==> src/rtl/clic_irq_arbiter.sv <==
// clic_irq_arbiter
//   Picks the highest-priority eligible CLIC interrupt (pending & enabled),
//   registers the winner, and offers it to the hart over valid/ready. An
//   offer that loses eligibility or is outranked is withdrawn through a
//   kill request/ack exchange. After an accepted offer, edge-triggered
//   sources get a one-cycle claim pulse, followed by a short cooldown.
//
// Ports
//   clk_i, rst_ni        clock, asynchronous active-low reset
//   ip_i, ie_i           per-source pending / enable
//   le_i                 per-source edge-triggered flag
//   shv_i                per-source selective hardware vectoring
//   prio_i               per-source intctl, packed source i at [i*PrioWidth +: PrioWidth]
//   claim_o              one-hot pulse clearing the accepted edge source
//   irq_valid_o/ready_i  offer handshake to the core
//   irq_id_o/level_o/shv_o  offered interrupt, stable while offered
//   irq_kill_req_o/ack_i    withdrawal of an offered interrupt
//
// state    | meaning
// IDLE     | nothing offered; waiting for a registered winner
// ACTIVE   | offer presented to the core
// KILL     | offer withdrawn, waiting for the core to acknowledge
// COOLDOWN | post-accept wait so cleared pending bits reach best_*_q
module clic_irq_arbiter #(
  parameter int N_SOURCE  = 32,
  parameter int PrioWidth = 8,
  localparam int SrcW     = $clog2(N_SOURCE)
) (
  input  logic                          clk_i,
  input  logic                          rst_ni,
  input  logic [N_SOURCE-1:0]           ip_i,
  input  logic [N_SOURCE-1:0]           ie_i,
  input  logic [N_SOURCE-1:0]           le_i,
  input  logic [N_SOURCE-1:0]           shv_i,
  input  logic [N_SOURCE*PrioWidth-1:0] prio_i,
  output logic [N_SOURCE-1:0]           claim_o,
  output logic                          irq_valid_o,
  input  logic                          irq_ready_i,
  output logic [SrcW-1:0]               irq_id_o,
  output logic [PrioWidth-1:0]          irq_level_o,
  output logic                          irq_shv_o,
  output logic                          irq_kill_req_o,
  input  logic                          irq_kill_ack_i
);

  typedef enum logic [1:0] {IDLE, ACTIVE, KILL, COOLDOWN} state_e;

  // Loaded on accept and counted down to zero: two cooldown cycles.
  localparam logic [1:0] CoolLoad = 2'd1;

  logic                 sel_valid;
  logic [SrcW-1:0]      sel_id;
  logic [PrioWidth-1:0] sel_prio;
  logic                 sel_shv;

  logic                 best_valid_q;
  logic [SrcW-1:0]      best_id_q;
  logic [PrioWidth-1:0] best_prio_q;
  logic                 best_shv_q;

  state_e               state_q, state_d;
  logic [1:0]           cnt_q, cnt_d;
  logic [N_SOURCE-1:0]  claim_q, claim_d;
  logic [SrcW-1:0]      id_q, id_d;
  logic [PrioWidth-1:0] level_q, level_d;
  logic                 shv_q, shv_d;

  // Linear scan; strict greater-than keeps the lower index on ties.
  always_comb begin
    sel_valid = 1'b0;
    sel_id    = '0;
    sel_prio  = '0;
    sel_shv   = 1'b0;
    for (int i = 0; i < N_SOURCE; i++) begin
      if (ip_i[i] && ie_i[i]) begin
        if (!sel_valid || (prio_i[i*PrioWidth +: PrioWidth] > sel_prio)) begin
          sel_valid = 1'b1;
          sel_id    = SrcW'(i);
          sel_prio  = prio_i[i*PrioWidth +: PrioWidth];
          sel_shv   = shv_i[i];
        end
      end
    end
  end

  always_ff @(posedge clk_i or negedge rst_ni) begin
    if (!rst_ni) begin
      best_valid_q <= 1'b0;
      best_id_q    <= '0;
      best_prio_q  <= '0;
      best_shv_q   <= 1'b0;
    end else begin
      best_valid_q <= sel_valid;
      best_id_q    <= sel_id;
      best_prio_q  <= sel_prio;
      best_shv_q   <= sel_shv;
    end
  end

  always_ff @(posedge clk_i or negedge rst_ni) begin
    if (!rst_ni) begin
      state_q <= IDLE;
      cnt_q   <= '0;
      claim_q <= '0;
      id_q    <= '0;
      level_q <= '0;
      shv_q   <= 1'b0;
    end else begin
      state_q <= state_d;
      cnt_q   <= cnt_d;
      claim_q <= claim_d;
      id_q    <= id_d;
      level_q <= level_d;
      shv_q   <= shv_d;
    end
  end

  always_comb begin
    state_d = state_q;
    cnt_d   = cnt_q;
    claim_d = '0;
    id_d    = id_q;
    level_d = level_q;
    shv_d   = shv_q;
    unique case (state_q)
      IDLE: begin
        if (best_valid_q) begin
          id_d    = best_id_q;
          level_d = best_prio_q;
          shv_d   = best_shv_q;
          state_d = ACTIVE;
        end
      end
      ACTIVE: begin
        // Acceptance wins over preemption/withdrawal in the same cycle.
        if (irq_ready_i) begin
          claim_d[id_q] = le_i[id_q];
          cnt_d         = CoolLoad;
          state_d       = COOLDOWN;
        end else if (!best_valid_q || (best_prio_q > level_q)) begin
          state_d = KILL;
        end
      end
      KILL: begin
        if (irq_kill_ack_i) state_d = IDLE;
      end
      COOLDOWN: begin
        if (cnt_q == 2'd0) state_d = IDLE;
        else               cnt_d   = cnt_q - 2'd1;
      end
      default: state_d = IDLE;
    endcase
  end

  assign claim_o        = claim_q;
  assign irq_valid_o    = (state_q == ACTIVE);
  assign irq_kill_req_o = (state_q == KILL);
  assign irq_id_o       = id_q;
  assign irq_level_o    = level_q;
  assign irq_shv_o      = shv_q;

endmodule

==> config.mk <==
export PLATFORM = sky130hd
export DESIGN_NAME = clic_irq_arbiter
export DESIGN_NICKNAME = d
export VERILOG_FILES = /design/src/rtl/clic_irq_arbiter.sv
export SDC_FILE = /design/constraint.sdc
export NUM_CORES = 1
export LEC_CHECK = 0
export BUFFER_PORTS_ARGS = -buffer_cell sky130_fd_sc_hd__buf_2
export CAP_MARGIN = 20
export CORE_AREA = 2 2 169 171
export CTS_CLUSTER_DIAMETER = 200
export DETAILED_ROUTE_END_ITERATION = 10
export DIE_AREA = 0 0 171 173
export PLACE_DENSITY_LB_ADDON = 0.2
export SLEW_MARGIN = 15
export SYNTH_ARGS = -nofsm -noshare
export SYNTH_HDL_FRONTEND = slang
export SYNTH_SLANG_ARGS = --single-unit
==> constraint.sdc <==
create_clock -name clk_i -period 7.03 [get_ports clk_i]
set_input_delay 1.406 -clock clk_i [delete_from_list [all_inputs] [get_ports clk_i]]
set_output_delay 1.406 -clock clk_i [all_outputs]
set_load 0.02 [all_outputs]
==> results.cfg, run 1 <==
[global_routing]
grt_overflow_total = 697
grt_util_all_layers = 0.898
grt_max_degree = 66

[synthesis]
post_synth_num_cell_types = 93
synth_seq_cells = 65
synth.yosys.seq_area_share = 0.115
post_synth_inst_count = 1902
postSynthAreaPerCell_um2 = 7.45
synth_async_sr_flop_share = 1.00
yosys_warnings = 0
synth_area_um2 = 14200
edff_count_synth = 0
synth.net_count = 2525
synthFlopType = sky130_fd_sc_hd__dfrtp_1

[outcome]
status = aborted with a tool error
toolErrorMsg = [ERROR GRT-0232] Routing congestion too high. Check the congestion heatmap in the GUI.
lastStage = global routing (5_1_grt)

[floorplan]
die_height_um = 173
num_rows = 61
floorplan.initialDensity = 0.513
num_io_pins = 436
die-width_um = 171

[cts]
postCtsHoldBufs = 0
cts_buffers = 9
clk_root_buffer_cell = sky130_fd_sc_hd__clkbuf_16
cts.path.max_buffers = 2
clock_sink_count = 65
htree_levels = 3

[placed_design]
placed_area_um2 = 21500
placement.io_buffers = 435
dp_hpwl_um = 49100
place_congestion = 0.976

[timing]
worst_endpoint_kind = register data pin
worst_endpoint = best_prio_q[1]$_DFF_PN0_/D
Yosys cell counts (40+ instances only):
cell | number | area (um2)
sky130_fd_sc_hd__a21o_1 | 54 | 405
sky130_fd_sc_hd__a21oi_1 | 146 | 731
sky130_fd_sc_hd__clkbuf_1 | 40 | 150
sky130_fd_sc_hd__dfrtp_1 | 65 | 1630
sky130_fd_sc_hd__ha_1 | 235 | 2940
sky130_fd_sc_hd__inv_1 | 225 | 845
sky130_fd_sc_hd__mux2_2 | 111 | 1250
sky130_fd_sc_hd__mux2i_1 | 44 | 440
sky130_fd_sc_hd__nand2_1 | 185 | 694
sky130_fd_sc_hd__nand3_1 | 60 | 300
sky130_fd_sc_hd__nor2_1 | 153 | 574
sky130_fd_sc_hd__o21ai_0 | 129 | 646
per-layer routing:
metal / overflow / global-route usage
met4: 220 / 0.998
met3: 15 / 0.783
met1: 11 / 0.840
met5: 4 / 0.421
met2: 447 / 1.05
cells by family after synthesis:
group,after synthesis,share of synthesized area
flip-flops,65,0.115
adder cells (fa/ha/maj),239,0.210
AND/OR/NAND/NOR,601,0.205
buffers and inverters,275,0.0741
AO/OA/AOI/OAI,549,0.257
multiplexers,164,0.133
XOR/XNOR,9,0.00556
through the flow:
stage               setup WS [ns]  cells
CTS                        -44.75   3390
detailed placement         -48.07   3221
global placement           -46.17   3221
floorplan                  -44.83   1902
repair_timing:
item                                    CTS
gates resized for setup                 330
endpoints found under the setup margin   15
setup buffers                           149
gates cloned                              6
pin swaps                               235
==> inputs of run 2 (changes only) <==
--- a/config.mk
+++ b/config.mk
@@ -7,11 +7,10 @@
 export LEC_CHECK = 0
 export BUFFER_PORTS_ARGS = -buffer_cell sky130_fd_sc_hd__buf_2
 export CAP_MARGIN = 20
-export CORE_AREA = 2 2 169 171
-export CTS_CLUSTER_DIAMETER = 200
+export CORE_MARGIN = 2
+export CORE_UTILIZATION = 40
 export DETAILED_ROUTE_END_ITERATION = 10
-export DIE_AREA = 0 0 171 173
-export PLACE_DENSITY_LB_ADDON = 0.2
+export PLACE_DENSITY_LB_ADDON = 0.15
 export SLEW_MARGIN = 15
 export SYNTH_ARGS = -nofsm -noshare
 export SYNTH_HDL_FRONTEND = slang
==> results.cfg, run 2 <==
[cts]
cts.clk_slew.worst_paths_ns = 0.05
clk_root_buffer_cell = sky130_fd_sc_hd__clkbuf_16
htree_levels = 3
cts.path.max_buffers = 2
tritoncts = yes
postCtsHoldBufs = 0
clk_latency_ns = 0.33
clock_sink_count = 65
cts_buffers = 9

[setup_path]
cp_data_arrival_time_ns = 53.18
timing_worst_setup_path_type = in2reg
setup.worst_path.end_class = flip-flop
cpPeakStageDelay_ns = 0.54
critPathSlowestCell = sky130_fd_sc_hd__o41a_4
critical_path.startpoint_type = primary input
critPathMostFrequentCell = sky130_fd_sc_hd__a21oi_2
worstPathRequired_ns = 7.24
timing.critical_path.fanout_max = 10

[floorplan]
die_height_um = 192
num_rows = 68
floorplan.initialDensity = 0.408
die-width_um = 192
num_io_pins = 436
dieArea_um2 = 36900
core_area_um2 = 34700

[layout]
number_of_flip_flops_in_the_largest_register = 32
finish.net_count = 3647
mostFrequentLayoutCell = sky130_fd_sc_hd__buf_4
finish.cell_count_without_fillers = 3483
filler_cell_count = 2850
area.growth.synth_to_final_pct = 72.8
antenna_cells_inserted = 0
drive_above_1_share = 0.530
most-common-layout-cells = sky130_fd_sc_hd__buf_4, sky130_fd_sc_hd__buf_2, sky130_fd_sc_hd__inv_1, sky130_fd_sc_hd__ha_1, sky130_fd_sc_hd__nand2_1

[outcome]
status = finished, violations left
violated_checks = negative setup slack

[timing]
report.final.slew_viol_count = 0
setup_violators_final = 15
timing.max_slew.rel_slack = 0.439
timing_worst_slew_pin_value_ns = 0.841
setup-tns-final_ns = -643.46
final.period_utilization = 7.54
fmax_mhz = 18.9
final_period_minus_worst_setup_slack_ns = 52.98
timing.final.ws_setup_ns = -45.95
unrepaired_setup_endpoints_after_global_routing = true
hold_viol = 0
fin_skew_ns = 0.00433

[global_routing]
grt_pass1_vias = 19011
grt_util_all_layers = 0.313
first_pass_grt_wire_length_um = 92800
grt_overflow_total = 0
grt_max_degree = 66
antenna_found_initial = 0

[synthesis]
postSynthAreaPerCell_um2 = 7.45
synth.yosys.seq_area_share = 0.115
synth_area_um2 = 14200
post_synth_num_cell_types = 93
post_synth_inst_count = 1902
synth_async_sr_flop_share = 1.00
synth.net_count = 2525
synth_seq_cells = 65
synthFlopType = sky130_fd_sc_hd__dfrtp_1
yosys-top-cells-area = sky130_fd_sc_hd__ha_1, sky130_fd_sc_hd__dfrtp_1, sky130_fd_sc_hd__mux2_2
synth_top_area_cell = sky130_fd_sc_hd__ha_1
yosys.area.top_type_share = 0.208
post_synth_most_frequent_cells = sky130_fd_sc_hd__ha_1, sky130_fd_sc_hd__inv_1, sky130_fd_sc_hd__nand2_1, sky130_fd_sc_hd__nor2_1, sky130_fd_sc_hd__a21oi_1
yosys_warnings = 0
edff_count_synth = 0
synth.most_common_cell = sky130_fd_sc_hd__ha_1

[routing]
drc = 0
final_antenna_net_count = 0
drt_wl_total_um = 60700
detailed_routing_iteration_count_for_the_pre_antenna_repair_pass = 5
number_of_drc_markers_in_iteration_0 = 873
route.vias.total = 18669
post_detailed_route_wirelength_per_cell_um = 17.4
vias_per_cell = 5.36

[placed_design]
placement.io_buffers = 435
post-place-cells = 3348
place_congestion = 0.948
dp_hpwl_um = 50300

[job]
maxCapViolCount = 0

[hold_path]
min-delay-path-class = reg2reg
## run 2: kinds of logic (layout without fill, tap and decap cells)
| kind of cell | after synthesis | after routing | share of synthesized area |
|---|---|---|---|
| AO/OA/AOI/OAI | 549 | 553 | 0.257 |
| XOR/XNOR | 9 | 9 | 0.00556 |
| adder cells (fa/ha/maj) | 239 | 239 | 0.210 |
| buffers and inverters | 275 | 1393 | 0.0741 |
| flip-flops | 65 | 65 | 0.115 |
| multiplexers | 164 | 164 | 0.133 |
| AND/OR/NAND/NOR | 601 | 605 | 0.205 |
## run 2: repair_timing
action | 4_1_cts | 5_1_grt
resized for setup | 187 | 103
pin swaps | 93 | 79
buffers inserted | 84 | 31
gates cloned | 10 | 0
endpoints found under the hold margin | 0 | 0
endpoints found under the setup margin | 15 | 15
## run 2: final timing paths
kind                               from  slack [ns]              to  cells past startpoint
max in group asynchronous        rst_ni        5.23      claim_o[9]                      2
min in group asynchronous        rst_ni        1.26  best_prio_q[6]                      2
min                        best_id_q[3]        0.47     irq_id_o[3]                      1
max reg2reg                 irq_id_o[0]        4.19     claim_o[20]                      7
max                             ip_i[0]      -45.95  best_prio_q[2]                    327
min reg2reg                best_id_q[3]        0.47     irq_id_o[3]                      1
## run 2: routing by layer
| layer | part of all wire | GRT usage | vias up |
|---|---|---|---|
| li1 | - | - | 9162 |
| met1 | 0.42 | 0.373 | 8766 |
| met2 | 0.49 | 0.566 | 605 |
| met3 | 0.055 | 0.0380 | 136 |
| met4 | 0.043 | 0.124 | 0 |
| met5 | 0 | 0 | - |
## run 2: through the flow
| stage | setup slack, ns | hold WS [ns] | cell area [um2] | utilization |
|---|---|---|---|---|
| 6_report | -45.95 | 0.471 | 24500 | 0.705 |
| 5_1_grt | -48.94 | 0.490 | 24500 | 0.705 |
| 4_1_cts | -45.22 | 0.474 | 23800 | 0.686 |
| 3_5_place_dp | -47.66 | 0.461 | 22000 | 0.633 |
| 3_3_place_gp | -46.33 | 0.457 | 22000 | 0.633 |
| 2_1_floorplan | -44.83 | 0.454 | 15100 | - |
## run 2: critical path: cells and delay by family
family	cells	cell delay [ns]
fa+ha+maj	33	7.78
buf+inv	50	5.19
simple gates	78	9.20
compound gates	144	22.94
mux	22	6.51
## run 2: final cells by class
cell class                 count  area, um2  area share
clock buffer                  11        253      0.0103
clock inverter                 4       76.3     0.00312
inverter                     227        862      0.0352
multi-input combinational   1570      13400       0.546
sequential                    65       1630      0.0664
tap                          455        569      0.0233
timing repair buffer        1151       7720       0.315
Power of run 2 is left out: the tool's default activity adds up to more than one toggle a clock period on the data nets, which glitch-free logic cannot reach.
==> inputs of run 3 (changes only) <==
--- a/config.mk
+++ b/config.mk
@@ -15,3 +15,4 @@
 export SYNTH_ARGS = -nofsm -noshare
 export SYNTH_HDL_FRONTEND = slang
 export SYNTH_SLANG_ARGS = --single-unit
+export TNS_END_PERCENT = 30
==> results.cfg, run 3 (synthesis gave the netlist of run 2 again) <==
[floorplan]
floorplan.initialDensity = 0.408
dieArea_um2 = 36900
die_height_um = 192
num_rows = 68
die-width_um = 192
core_area_um2 = 34700
num_io_pins = 436

[placed_design]
dp_hpwl_um = 49800
detailedPlace.worstSlack_ns = -47.76
place_congestion = 0.989
post-place-cells = 3361
placement.io_buffers = 435

[global_routing]
grt_busiest_layer = met2
grt_met1_use = 0.382
grt_overflow_total = 0
grt_max_degree = 66
grt_util_all_layers = 0.323
antenna_found_initial = 1
grt_pass1_vias = 19617
grt.met2_usage = 0.589
grt_util_met3 = 0.0402
first_pass_grt_wire_length_um = 96000

[setup_path]
cpPeakStageDelay_ns = 0.49
setup.worst_path.end_class = flip-flop
timing.critical_path.fanout_max = 8
critical_path.startpoint_type = primary input
critPathMostFrequentCell = sky130_fd_sc_hd__buf_4
timing_worst_setup_path_type = in2reg
critPathSlowestCell = sky130_fd_sc_hd__o41a_4
worstPathRequired_ns = 7.26
cp_data_arrival_time_ns = 53.90

[cts]
htree_levels = 3
clk_latency_ns = 0.33
clock_sink_count = 65
cts.clk_slew.worst_paths_ns = 0.06
clk_root_buffer_cell = sky130_fd_sc_hd__clkbuf_16
postCtsHoldBufs = 0
cts.path.max_buffers = 2
cts_buffers = 9
tritoncts = yes

[routing]
final_antenna_net_count = 0
drc = 0
number_of_drc_markers_in_iteration_0 = 1041
route.vias.total = 19636
vias_per_cell = 5.48
drt_wl_total_um = 66600
post_detailed_route_wirelength_per_cell_um = 18.6
detailed_routing_iteration_count_for_the_pre_antenna_repair_pass = 6

[timing]
report.final.slew_viol_count = 0
unrepaired_setup_endpoints_after_global_routing = true
timing.max_slew.rel_slack = 0.450
setup_violators_final = 15
final_period_minus_worst_setup_slack_ns = 53.67
hold_viol = 0
timing.final.ws_setup_ns = -46.64
final.period_utilization = 7.63
fmax_mhz = 18.6
timing_worst_slew_pin_value_ns = 0.824
fin_skew_ns = 0.00584

[layout]
most-common-layout-cells = sky130_fd_sc_hd__buf_4, sky130_fd_sc_hd__buf_2, sky130_fd_sc_hd__inv_1, sky130_fd_sc_hd__nand2_1, sky130_fd_sc_hd__ha_1
number_of_flip_flops_in_the_largest_register = 32
area.growth.synth_to_final_pct = 84.8
final_core_util = 0.754
mostFrequentLayoutCell = sky130_fd_sc_hd__buf_4
finish.cell_count_without_fillers = 3585
finish.net_count = 3747
drive_above_1_share = 0.587

[hold_path]
min-delay-path-class = reg2reg

[job]
maxCapViolCount = 0

[outcome]
status = finished, violations left
violated_checks = negative setup slack
==> run 3: layout make-up <==
cell class / instances / area, um2
Multi-Input combinational cell: 1566 / 14200
Timing Repair Buffer: 1255 / 8550
Fill cell: 2522 / 8540
Sequential cell: 65 / 1630
Inverter: 227 / 880
Tap cell: 455 / 569
Clock buffer: 10 / 229
Clock inverter: 6 / 92.6
Antenna cell: 1 / 2.50
==> run 3: worst max-delay path: cells and delay by family <==
kind / cells / cell delay (ns)
compound gates: 136 / 22.21
xor+xnor: 1 / 0.24
fa+ha+maj: 31 / 7.54
buf+inv: 70 / 7.83
mux: 19 / 5.80
simple gates: 72 / 8.77
==> run 3: worst paths after layout <==
path | from | endpoint | slack, ns | depth (start not counted)
worst min-delay path | best_id_q[1] | irq_id_o[1] | 0.48 | 1
worst min register to register | best_id_q[1] | irq_id_o[1] | 0.48 | 1
min in group asynchronous | rst_ni | claim_o[15] | 1.25 | 2
worst max register to register | irq_id_o[0] | claim_o[12] | 4.16 | 7
worst max-delay path | ip_i[0] | best_prio_q[5] | -46.64 | 329
max in group asynchronous | rst_ni | claim_o[11] | 5.24 | 2
==> run 3: repair_timing <==
action	CTS	global route
pin swaps	199	222
gates cloned	6	0
buffers inserted	146	58
endpoints found under the setup margin	15	15
resized for setup	287	210
==> run 3: metrics by stage <==
stage	TNS [ns]	area (um2)	hold WS (ns)
final	-653.89	26200	0.484
after CTS	-622.49	24800	0.485
after detailed placement	-669.23	22100	0.475
after global placement	-648.28	22100	0.457
after floorplan	-626.47	15100	0.454
after global routing	-690.98	26200	0.504
==> run 3: routing by layer <==
layer,share of wire,routed length [um]
met1,0.39,26100
met2,0.50,33400
met3,0.059,3910
met4,0.047,3160
met5,0.00027,18
Power of run 3 is left out for the same reason.
